## config.mk

```make
export PLATFORM = sky130hd
export DESIGN_NAME = passcode_entry_flat
export DESIGN_NICKNAME = d
export VERILOG_FILES = /design/src/rtl/passcode_entry_if.sv /design/src/rtl/passcode_entry.sv /design/src/flat_wrapper.sv
export SDC_FILE = /design/constraint.sdc
export NUM_CORES = 1
export LEC_CHECK = 0
export BUFFER_PORTS_ARGS = -buffer_cell sky130_fd_sc_hd__buf_2
export CORE_ASPECT_RATIO = 0.7
export CORE_UTILIZATION = 60
export CTS_CLUSTER_DIAMETER = 50
export DETAILED_ROUTE_END_ITERATION = 8
export PLACE_DENSITY = 0.84
export SLEW_MARGIN = 25
export SYNTH_ARGS = -nofsm -noshare
export SYNTH_HDL_FRONTEND = slang
export SYNTH_SLANG_ARGS = --single-unit
```

## constraint.sdc

```tcl
create_clock -name clk -period 1.7 [get_ports clk]
set_clock_uncertainty 0.1 [all_clocks]
set_input_delay 0.17 -clock clk [delete_from_list [all_inputs] [get_ports clk]]
set_output_delay 0.17 -clock clk [all_outputs]
set_load 0.03 [all_outputs]
```

## src/rtl/passcode_entry_if.sv

```systemverilog
// passcode_entry_if: keypad, state-manager and result signals of the passcode entry block
interface passcode_entry_if;
    logic       key_press;
    logic [3:0] key_code;
    logic [2:0] state;
    logic       is_on;
    logic       is_star_pressed;
    logic       correct;
    logic [3:0] digit_count;
    modport master (output key_press, key_code, state, input is_on, is_star_pressed, correct, digit_count);
    modport slave (input key_press, key_code, state, output is_on, is_star_pressed, correct, digit_count);
endinterface

```

## src/rtl/passcode_entry.sv

```systemverilog
// passcode_entry: keypad entry buffer and stored passcode for the door lock; PASSCODE_BACKSPACE_EN enables key 12 as backspace
module passcode_entry #(
    parameter int          MAX_DIGITS   = 8,
    parameter int          MIN_DIGITS   = 4,
    parameter logic [31:0] DEFAULT_CODE = 32'h0000_1234,
    parameter int          DEFAULT_LEN  = 4
) (
    input logic clk,
    input logic reset_n,
    passcode_entry_if.slave bus
);
    localparam int W = 4 * MAX_DIGITS;
    localparam logic [3:0] MAX_C = 4'(MAX_DIGITS);
    localparam logic [3:0] MIN_C = 4'(MIN_DIGITS);
    localparam logic [3:0] LEN_C = 4'(DEFAULT_LEN);
    logic [W-1:0] buf_q, buf_n, code_q;
    logic [3:0]   cnt_q, cnt_n, len_q;
    logic [2:0]   prev_q;
    logic         on_q, star_q, correct_q, correct_n;
    logic         changed, into_off, entry_st, key_digit, key_star, key_hash, key_bs, capture;
    // key decode, buffer next value and comparison result
    always_comb begin
        changed   = bus.state != prev_q;
        into_off  = changed && bus.state == 3'b000;
        entry_st  = bus.state inside {3'b001, 3'b010, 3'b011, 3'b101};
        key_digit = bus.key_press && bus.key_code <= 4'd9 && entry_st && cnt_q < MAX_C;
        key_star  = bus.key_press && bus.key_code == 4'd10 && bus.state != 3'b111;
        key_hash  = bus.key_press && bus.key_code == 4'd11 && bus.state != 3'b111 && !into_off;
`ifdef PASSCODE_BACKSPACE_EN
        key_bs    = bus.key_press && bus.key_code == 4'd12 && entry_st && cnt_q != 4'd0 && !star_q;
`else
        key_bs    = 1'b0;
`endif
        capture   = key_star && bus.state == 3'b101 && cnt_q >= MIN_C;
        buf_n     = (key_star || changed) ? '0 :
                    key_digit ? {buf_q[W-5:0], bus.key_code} :
                    key_bs ? {4'd0, buf_q[W-1:4]} : buf_q;
        cnt_n     = (key_star || changed) ? 4'd0 :
                    key_digit ? cnt_q + 4'd1 :
                    key_bs ? cnt_q - 4'd1 : cnt_q;
        correct_n = bus.state inside {3'b001, 3'b010, 3'b011} ? (cnt_q == len_q && buf_q == code_q) :
                    bus.state == 3'b101 ? cnt_q >= MIN_C : 1'b0;
    end
    // registered outputs, entry buffer and stored passcode
    always_ff @(posedge clk) begin
        if (!reset_n) begin
            buf_q     <= '0;
            cnt_q     <= 4'd0;
            code_q    <= W'(DEFAULT_CODE);
            len_q     <= LEN_C;
            prev_q    <= 3'b000;
            on_q      <= 1'b0;
            star_q    <= 1'b0;
            correct_q <= 1'b0;
        end else begin
            buf_q     <= buf_n;
            cnt_q     <= cnt_n;
            prev_q    <= bus.state;
            star_q    <= key_star;
            correct_q <= key_star ? correct_q : correct_n;
            on_q      <= into_off ? 1'b0 : key_hash ? !on_q : on_q;
            if (capture) begin
                code_q <= buf_q;
                len_q  <= cnt_q;
            end
        end
    end
    assign bus.is_on           = on_q;
    assign bus.is_star_pressed = star_q;
    assign bus.correct         = correct_q;
    assign bus.digit_count     = cnt_q;
endmodule

```

## src/flat_wrapper.sv

```systemverilog
// flat-port wrapper written by rule: the top's interface ports become plain ports
module passcode_entry_flat 
#(
    parameter int          MAX_DIGITS   = 8,
    parameter int          MIN_DIGITS   = 4,
    parameter logic [31:0] DEFAULT_CODE = 32'h0000_1234,
    parameter int          DEFAULT_LEN  = 4
)
  (clk, reset_n, bus_key_press, bus_key_code, bus_state, bus_is_on, bus_is_star_pressed, bus_correct, bus_digit_count);
  passcode_entry_if bus_i ();
  input logic clk;
  input logic reset_n;
  input wire logic [$bits(bus_i.key_press)-1:0] bus_key_press;
  input wire logic [$bits(bus_i.key_code)-1:0] bus_key_code;
  input wire logic [$bits(bus_i.state)-1:0] bus_state;
  output wire logic [$bits(bus_i.is_on)-1:0] bus_is_on;
  output wire logic [$bits(bus_i.is_star_pressed)-1:0] bus_is_star_pressed;
  output wire logic [$bits(bus_i.correct)-1:0] bus_correct;
  output wire logic [$bits(bus_i.digit_count)-1:0] bus_digit_count;
  assign bus_i.key_press = bus_key_press;
  assign bus_i.key_code = bus_key_code;
  assign bus_i.state = bus_state;
  assign bus_is_on = bus_i.is_on;
  assign bus_is_star_pressed = bus_i.is_star_pressed;
  assign bus_correct = bus_i.correct;
  assign bus_digit_count = bus_i.digit_count;
  passcode_entry #(.MAX_DIGITS(MAX_DIGITS), .MIN_DIGITS(MIN_DIGITS), .DEFAULT_CODE(DEFAULT_CODE), .DEFAULT_LEN(DEFAULT_LEN)) u_core (.clk(clk), .reset_n(reset_n), .bus(bus_i));
endmodule
```

-- After elaboration in Yosys (flattened, before gate mapping)
Cells that the tools add are included.
- order comparisons: 3
- add/sub/neg operators: 1
- reduce and logical (&&, ||, !) cells: 20
- equal/unequal tests: 10
- bitwise operators: 1
- muxes and demuxes: 2
- operators with widths (cell ; number):
    $eq A32 B32 Y1 ; 1
    $logic_and A1 B1 Y1 ; 12
    $eq A4 B4 Y1 const B ; 2
    $eq A3 B2 Y1 const B ; 2
    $add A4 B1 Y4 const B ; 1
    $eq A4 B4 Y1 ; 1
    $ge A4 B3 Y1 const B ; 1
    $le A4 B4 Y1 const B ; 1
    $lt A4 B4 Y1 const B ; 1
    $reduce_bool A4 Y1 ; 1
    $reduce_or A2 Y1 ; 2
    $eq A3 B1 Y1 const B ; 1
    $eq A3 B3 Y1 const B ; 1
    $logic_not A3 Y1 ; 1
    $ne A3 B3 Y1 ; 1
    $ne A3 B3 Y1 const B ; 1
    $reduce_bool A3 Y1 ; 1
    $logic_not A1 Y1 ; 2
    $mux W1 ; 2
    $logic_or A1 B1 Y1 ; 1
    $not A1 Y1 ; 1
- register bits after elaboration: 78
- word-level logic and storage cells: 45

-- Logic depth before layout (Yosys ltp)
Gate-level depths: netlist (run 1).
- word-level depth: 5
- depth in mapped cells: 7

-- Least setup slack after synthesis (run 1)
No wires, ideal clock.
- path kind: register to register
- start point: reg u_core.cnt_q[2] (netlist: u_core.bus.digit_count[2])
- end point: reg u_core.len_q[2]
- period minus slack after synthesis: 1.735 ns
- stages on the path, launching flop included: 7
- buffers on the path: 2
- required time: 1.473 ns
- arrival: 1.508 ns
- slack: -0.035 ns
- cells stage by stage: dfxtp_1 o211ai_1 nor4_2 buf_6 buf_12 mux2i_1 nand2_1
- word-level cells in the longest chain between the ends: 2
- ends and longest elaborated chain (what ; line ; source):
    start: declaration ; passcode_entry.sv:17 ; logic [3:0] cnt_q, cnt_n, len_q;
    start signal: assignment ; passcode_entry.sv:57 ; cnt_q <= cnt_n;
    $ge A4 B3 Y1 ; passcode_entry.sv:34 ; capture = key_star && bus.state == 3'b101 && cnt_q >= MIN_C;
    $logic_and A1 B1 Y1 ; passcode_entry.sv:34 ;
    end signal: assignment ; passcode_entry.sv:64 ; len_q <= cnt_q;
    end: declaration ; passcode_entry.sv:17 ;
Several ways; a longest one is shown, not always the timed one.
A chain may end at the register's enable or synchronous reset.

-- Final worst setup path (run 1)
- start point: reg u_core.cnt_q[3] (netlist: u_core.bus.digit_count[3])
- end point: reg u_core.len_q[1]
- word-level cells in the longest chain between the ends: 2
- ends and longest elaborated chain (what ; line):
    $ge A4 B3 Y1 ; passcode_entry.sv:34
    $logic_and A1 B1 Y1 ; passcode_entry.sv:34
No other way between the ends.

==> impl_metrics.tcl, run 1 <==
set metrics [dict create \
    synth_area_leader_cell "dfxtp_1" \
    initial_core_util_pct 62.8 \
    r2r_slack_ns 0.05 \
    track_usage_pct 26.5 \
    hpwlAfterDp_um 4590 \
    synth_ff_type "dfxtp_1" \
    antenna_found_initial 0 \
    die_w_um 90.9 \
    drt_first_pass_iters 5 \
    worst_pin_slew_ns 0.409 \
    start_kind "register" \
    async_flop_share_pct 0 \
    placed_cell_area_sq_mm 0.00349 \
    syn_area_sq_mm 0.00332 \
    syn2layout_area_growth_pct 13.5 \
    htreeDepth 3 \
    antennaDiodeCount 0 \
    seqPwrFrac_pct 54.3 \
    insertion_delay_ns 0.35 \
    cts.path.max_buffers 2 \
    viasPerCell 5.65 \
    slew_violations 0 \
    slowest_stage "dfxtp_1" \
    r2r-end "u_core.len_q[1]" \
    slew_headroom_pct 72.5 \
    worstPathRequired_ns 1.83 \
    period_minus_slack_ns 1.65 \
    hold_start "bus_key_code[1]" \
    nets 394 \
    grt_pass1_wl_um 11900 \
    die_y_um 64.2 \
    synthTopCellsByArea "dfxtp_1, mux2i_1, xor2_1" \
    status "finished, final reports clean" \
    rr_worst_depth 6 \
    grt.overflow.total 0 \
    p_sw_uw 810 \
    p_sw_share_pct 24.0 \
    path_class "reg2reg" \
    setup_tns_ns 0 \
    syn_nets 370 \
    hold_path_class "in2reg" \
    synth_edf_count 0 \
    drive_above_1_share_pct 14.4 \
    synthCells 359 \
    final_common_cell "dfxtp_1" \
    grt_max_degree 37 \
    critPathMaxFanout 9 \
    power_leakage_nw 1.46 \
    first_global_vias 2442 \
    vias 2599 \
    clockRootBuffer "clkbuf_8" \
    ant_nets 0 \
    worstReg2RegStart "u_core.bus.digit_count[3]" \
    finalCritPeriodShare_pct 96.8 \
    path_clk_slew_ns 0.08 \
    cts_inserted_buffers 9 \
    tritoncts "built" \
    cts_num_sinks 78 \
    hold_depth 3 \
    synth_seq_cells 78 \
    netlist.area_leader.share_pct 47.1 \
    postLayoutCellArea_sq_mm 0.00377 \
    layout_common_cells "dfxtp_1, nand2_1, xor2_1" \
    drc 0 \
    ir_worst_vdd_mv 0.646 \
    portBuffers 16 \
    place_congestion 0.786 \
    power_frac_comb_pct 4.6 \
    ios 17 \
    core_area_sq_mm 0.00529 \
    synthDistinctLibCells 36 \
    drt_iter0_drc 171 \
    worstPathCellList "o211ai_1, nor4_4, buf_4, clkbuf_16, mux2i_4, nor2_1" \
    wl_per_cell_um 16.3 \
    setup_viol 0 \
    rows 22 \
    power.share.clock_pct 41.1 \
    avgSynthCellArea_sq_um 9.24 \
    ys_seq_area_share_pct 47.1 \
    powerDensity_mw_per_mm2 897 \
    critPathArrivalTime_ns 1.77 \
    cap_violations 0 \
    dieArea_sq_mm 0.00583 \
    p_int_mw 2.57 \
    critPathMaxStageDelay_ns 0.33 \
    yosysWarnings 0 \
    fmax_mhz 608 \
    finalHoldViolCount 0 \
    holdPathEnd "u_core.buf_q[1]" \
    wl_um 7490 \
    endpoint_kind "register" \
]
-- layer usage --
metal	part of all wire (%)	vias up	track usage [%]
met5	0	-	0
met4	1.2	0	8.93
met3	5.8	9	8.10
met2	47	82	40.7
met1	46	1263	35.5
li1	-	1245	-
-- stage by stage --
stage | worst slack, ns | instances | utilization [%] | power, mW | hold slack, ns
final | 0.0546 | 460 | 71.3 | 3.38 | 0.0126
after floorplan | 0.00106 | 359 | - | 1.97 | 0.192
after detailed placement | 0.0538 | 439 | 66.0 | 2.03 | 0.365
after global placement | 0.136 | 439 | 66.0 | 2.03 | 0.357
after CTS | 0.0594 | 456 | 69.9 | 3.39 | 0.00171
after global routing | -0.0107 | 460 | 71.3 | 3.49 | 0.0139
-- flip-flops by register name (all words and copies together) (netlist names) --
register	cells
u_core.len_q	4
u_core.prev_q	3
u_core.bus.is_on	1
u_core.bus.is_star_pressed	1
u_core.bus.correct	1
u_core.buf_q	32
u_core.bus.digit_count	4
u_core.code_q	32
-- synthesized netlist by cell type, types with 4 or more instances --
cell type	instances
a21oi_1	34
clkbuf_1	7
nor3_1	4
mux2i_1	36
xor2_1	39
nor4_1	8
buf_2	6
dfxtp_1	78
nor2_1	35
nand2_1	73
-- power by group through the flow --
stage	clock, mW	sequential (mW)	combinational [mW]
floorplan	0	1.88	0.0880
global route	1.49	1.83	0.169
detailed placement	0	1.88	0.153
CTS	1.40	1.83	0.155
global placement	0	1.88	0.149
finish	1.39	1.83	0.157
-- worst max-delay path by stage --
stage | start | endpoint | slack, ns | cells past startpoint
floorplan | u_core.bus.digit_count[3] | u_core.len_q[2] | 0.001 | 6
global placement | bus_state[0] | u_core.code_q[14] | 0.14 | 6
detailed placement | bus_state[0] | u_core.len_q[1] | 0.05 | 6
CTS | u_core.bus.digit_count[2] | u_core.len_q[1] | 0.06 | 5
global route | u_core.bus.digit_count[3] | u_core.code_q[7] | -0.01 | 6
finish | u_core.bus.digit_count[3] | u_core.len_q[1] | 0.05 | 6
-- repair_timing --
item,4_1_cts,5_1_grt
hold buffers,1,0
resized for setup,0,6
setup endpoints to repair,0,4
setup buffers,0,2
hold endpoints to repair,1,0
-- area by class of cell --
cell class | instances | area, sq um
Clock buffer | 10 | 128
Clock inverter | 6 | 71.3
Fill cell | 406 | 1520
Inverter | 3 | 11.3
Multi-Input combinational cell | 258 | 1620
Sequential cell | 78 | 1560
Tap cell | 72 | 90.1
Timing Repair Buffer | 33 | 282
-- cells by family (layout without fill, tap and decap cells) --
logic type,Yosys count,in the layout,synth area share (%)
flops,78,78,47.1
compound gates,44,44,7.54
mux,36,36,10.9
buf+inv,23,52,4.87
simple gates,136,136,18.4
fa+ha+maj,1,1,0.377
xor+xnor,41,41,10.8
-- critical path, delay by kind of cell (launching register included) --
kind	cells	cell delay, ns
AOI/OAI and AO/OA	1	0.18
buffers and inverters	2	0.38
DFF	1	0.33
muxes	1	0.23
and+or+nand+nor	2	0.30
(Power assumes the default switching activity.)
==> inputs of run 2 (changes only) <==
--- a/config.mk
+++ b/config.mk
@@ -11,7 +11,8 @@
 export CTS_CLUSTER_DIAMETER = 50
 export DETAILED_ROUTE_END_ITERATION = 8
 export PLACE_DENSITY = 0.84
-export SLEW_MARGIN = 25
+export RECOVER_POWER = 100
+export SETUP_SLACK_MARGIN = 0.05
 export SYNTH_ARGS = -nofsm -noshare
 export SYNTH_HDL_FRONTEND = slang
 export SYNTH_SLANG_ARGS = --single-unit
==> impl_metrics.tcl, run 2 (synthesized netlist as in run 1, its figures left out) <==
set metrics [dict create \
    status "finished with violations" \
    violations "negative setup slack" \
    power_leakage_nw 1.50 \
    cap_violations 0 \
    final_common_cell "dfxtp_1" \
    worst_pin_slew_ns 0.383 \
    slew_headroom_pct 74.2 \
    cts_num_sinks 78 \
    worstPathCellList "o211ai_1, nor4_4, buf_6, buf_8, mux2i_1, nor2_1" \
    die_w_um 90.9 \
    path_buf_inv 2 \
    portBuffers 16 \
    antennaDiodeCount 0 \
    first_global_vias 2482 \
    vias 2675 \
    syn2layout_area_growth_pct 16.5 \
    hpwlAfterDp_um 4810 \
    powerDensity_mw_per_mm2 912 \
    met3_usage_pct 8.81 \
    ant_nets 0 \
    period_minus_slack_ns 1.73 \
    antenna_found_initial 0 \
    finalHoldViolCount 0 \
    wl_per_cell_um 17.6 \
    cts.path.max_buffers 2 \
    finalWorstSetupSlack_ns -0.0261 \
    clockRootBuffer "clkbuf_8" \
    start_kind "register" \
    core_area_sq_mm 0.00529 \
    die_y_um 64.2 \
    nets 401 \
    setup_viol 2 \
    htreeDepth 3 \
    drt_first_pass_iters 5 \
    hold_path_class "in2reg" \
    path_clk_slew_ns 0.08 \
    ios 17 \
    grt.met2_usage_pct 44.8 \
    drive_above_1_share_pct 15.9 \
    setup_tns_ns -0.0284 \
    grt_use_met1_pct 35.5 \
    layout_common_cells "dfxtp_1, nand2_1, xor2_1" \
    viasPerCell 5.73 \
    r2r_slack_ns -0.03 \
    critPathArrivalTime_ns 1.86 \
    critPathMaxStageDelay_ns 0.39 \
    grt_pass1_wl_um 12200 \
    grt.busiest_layer "met2" \
    n_fill_cell 382 \
    insertion_delay_ns 0.36 \
    worstPathRequired_ns 1.83 \
    rows 22 \
    slowest_stage "dfxtp_4" \
    finalCritPeriodShare_pct 102 \
    wl_um 8210 \
    rsz0062_at_grt "yes" \
    grt.overflow.total 0 \
    ir_worst_vdd_mv 0.767 \
    path_class "reg2reg" \
    track_usage_pct 27.4 \
    dieArea_sq_mm 0.00583 \
    critPathMaxFanout 9 \
    crit_family "flip-flops" \
    endpoint_kind "register" \
    tritoncts "built" \
    grt_max_degree 37 \
    fmax_mhz 579 \
    slew_violations 0 \
    cts_inserted_buffers 9 \
    place_congestion 0.794 \
    drt_iter0_drc 209 \
    top_regs "u_core.buf_q: 32 flops, u_core.code_q: 32 flops" \
    post-place-ws_ns 0.0157 \
    initial_core_util_pct 62.8 \
    drc 0 \
    finalPower_mw 3.52 \
]
==> run 2: timing repair <==
action	in CTS	in global routing
gates cloned	0	4
setup endpoints to repair	1	34
hold buffers	3	0
pin swaps	0	7
endpoints found under the hold margin	3	0
resized for setup	0	12
buffers inserted	0	2
==> run 2: where the power goes <==
group / switching, mW / internal (mW)
registers: 0.00326 / 1.83
logic: 0.112 / 0.0492
clock network: 0.700 / 0.831
total: 0.816 / 2.71
==> run 2: worst paths after layout <==
check | startpoint | cells past startpoint | endpoint
setup / recovery | u_core.bus.digit_count[3] | 6 | u_core.code_q[18]
hold reg to reg | u_core.buf_q[23] | 2 | u_core.buf_q[27]
hold / removal | bus_key_code[0] | 3 | u_core.buf_q[0]
setup reg to reg | u_core.bus.digit_count[3] | 6 | u_core.code_q[18]
==> run 2: layout make-up <==
class / instances / area [sq um] / share of cell area, %
clock buffers: 9 / 124 / 3.21
well taps: 72 / 90.1 / 2.33
clock inverters: 7 / 97.6 / 2.53
flip-flops and latches: 78 / 1570 / 40.5
repair buffers: 40 / 339 / 8.78
inverters: 3 / 11.3 / 0.291
multi-input cells: 258 / 1640 / 42.3
==> run 2: worst reg2reg max path, stage by stage (launching register included) <==
cell	delay, ns
dfxtp_4	0.39
o211ai_1	0.18
nor4_4	0.26
buf_6	0.19
buf_8	0.18
mux2i_1	0.24
nor2_1	0.07
==> run 2: per-stage QoR <==
| stage | utilization (%) | cell area [sq um] | instances | hold slack, ns |
|---|---|---|---|---|
| 6_report | 73.1 | 3860 | 467 | 0.0383 |
| 5_1_grt | 73.1 | 3860 | 467 | 0.0244 |
| 4_1_cts | 70.7 | 3740 | 461 | 0.00328 |
| 3_5_place_dp | 66.0 | 3490 | 442 | 0.373 |
| 3_3_place_gp | 66.0 | 3490 | 442 | 0.351 |
| 2_1_floorplan | - | 3320 | 359 | 0.192 |
==> run 2: routing by layer <==
metal	wire length, um	vias up
li1	-	1263
met1	3600	1283
met2	3890	114
met3	590	15
met4	127	0
met5	0	-
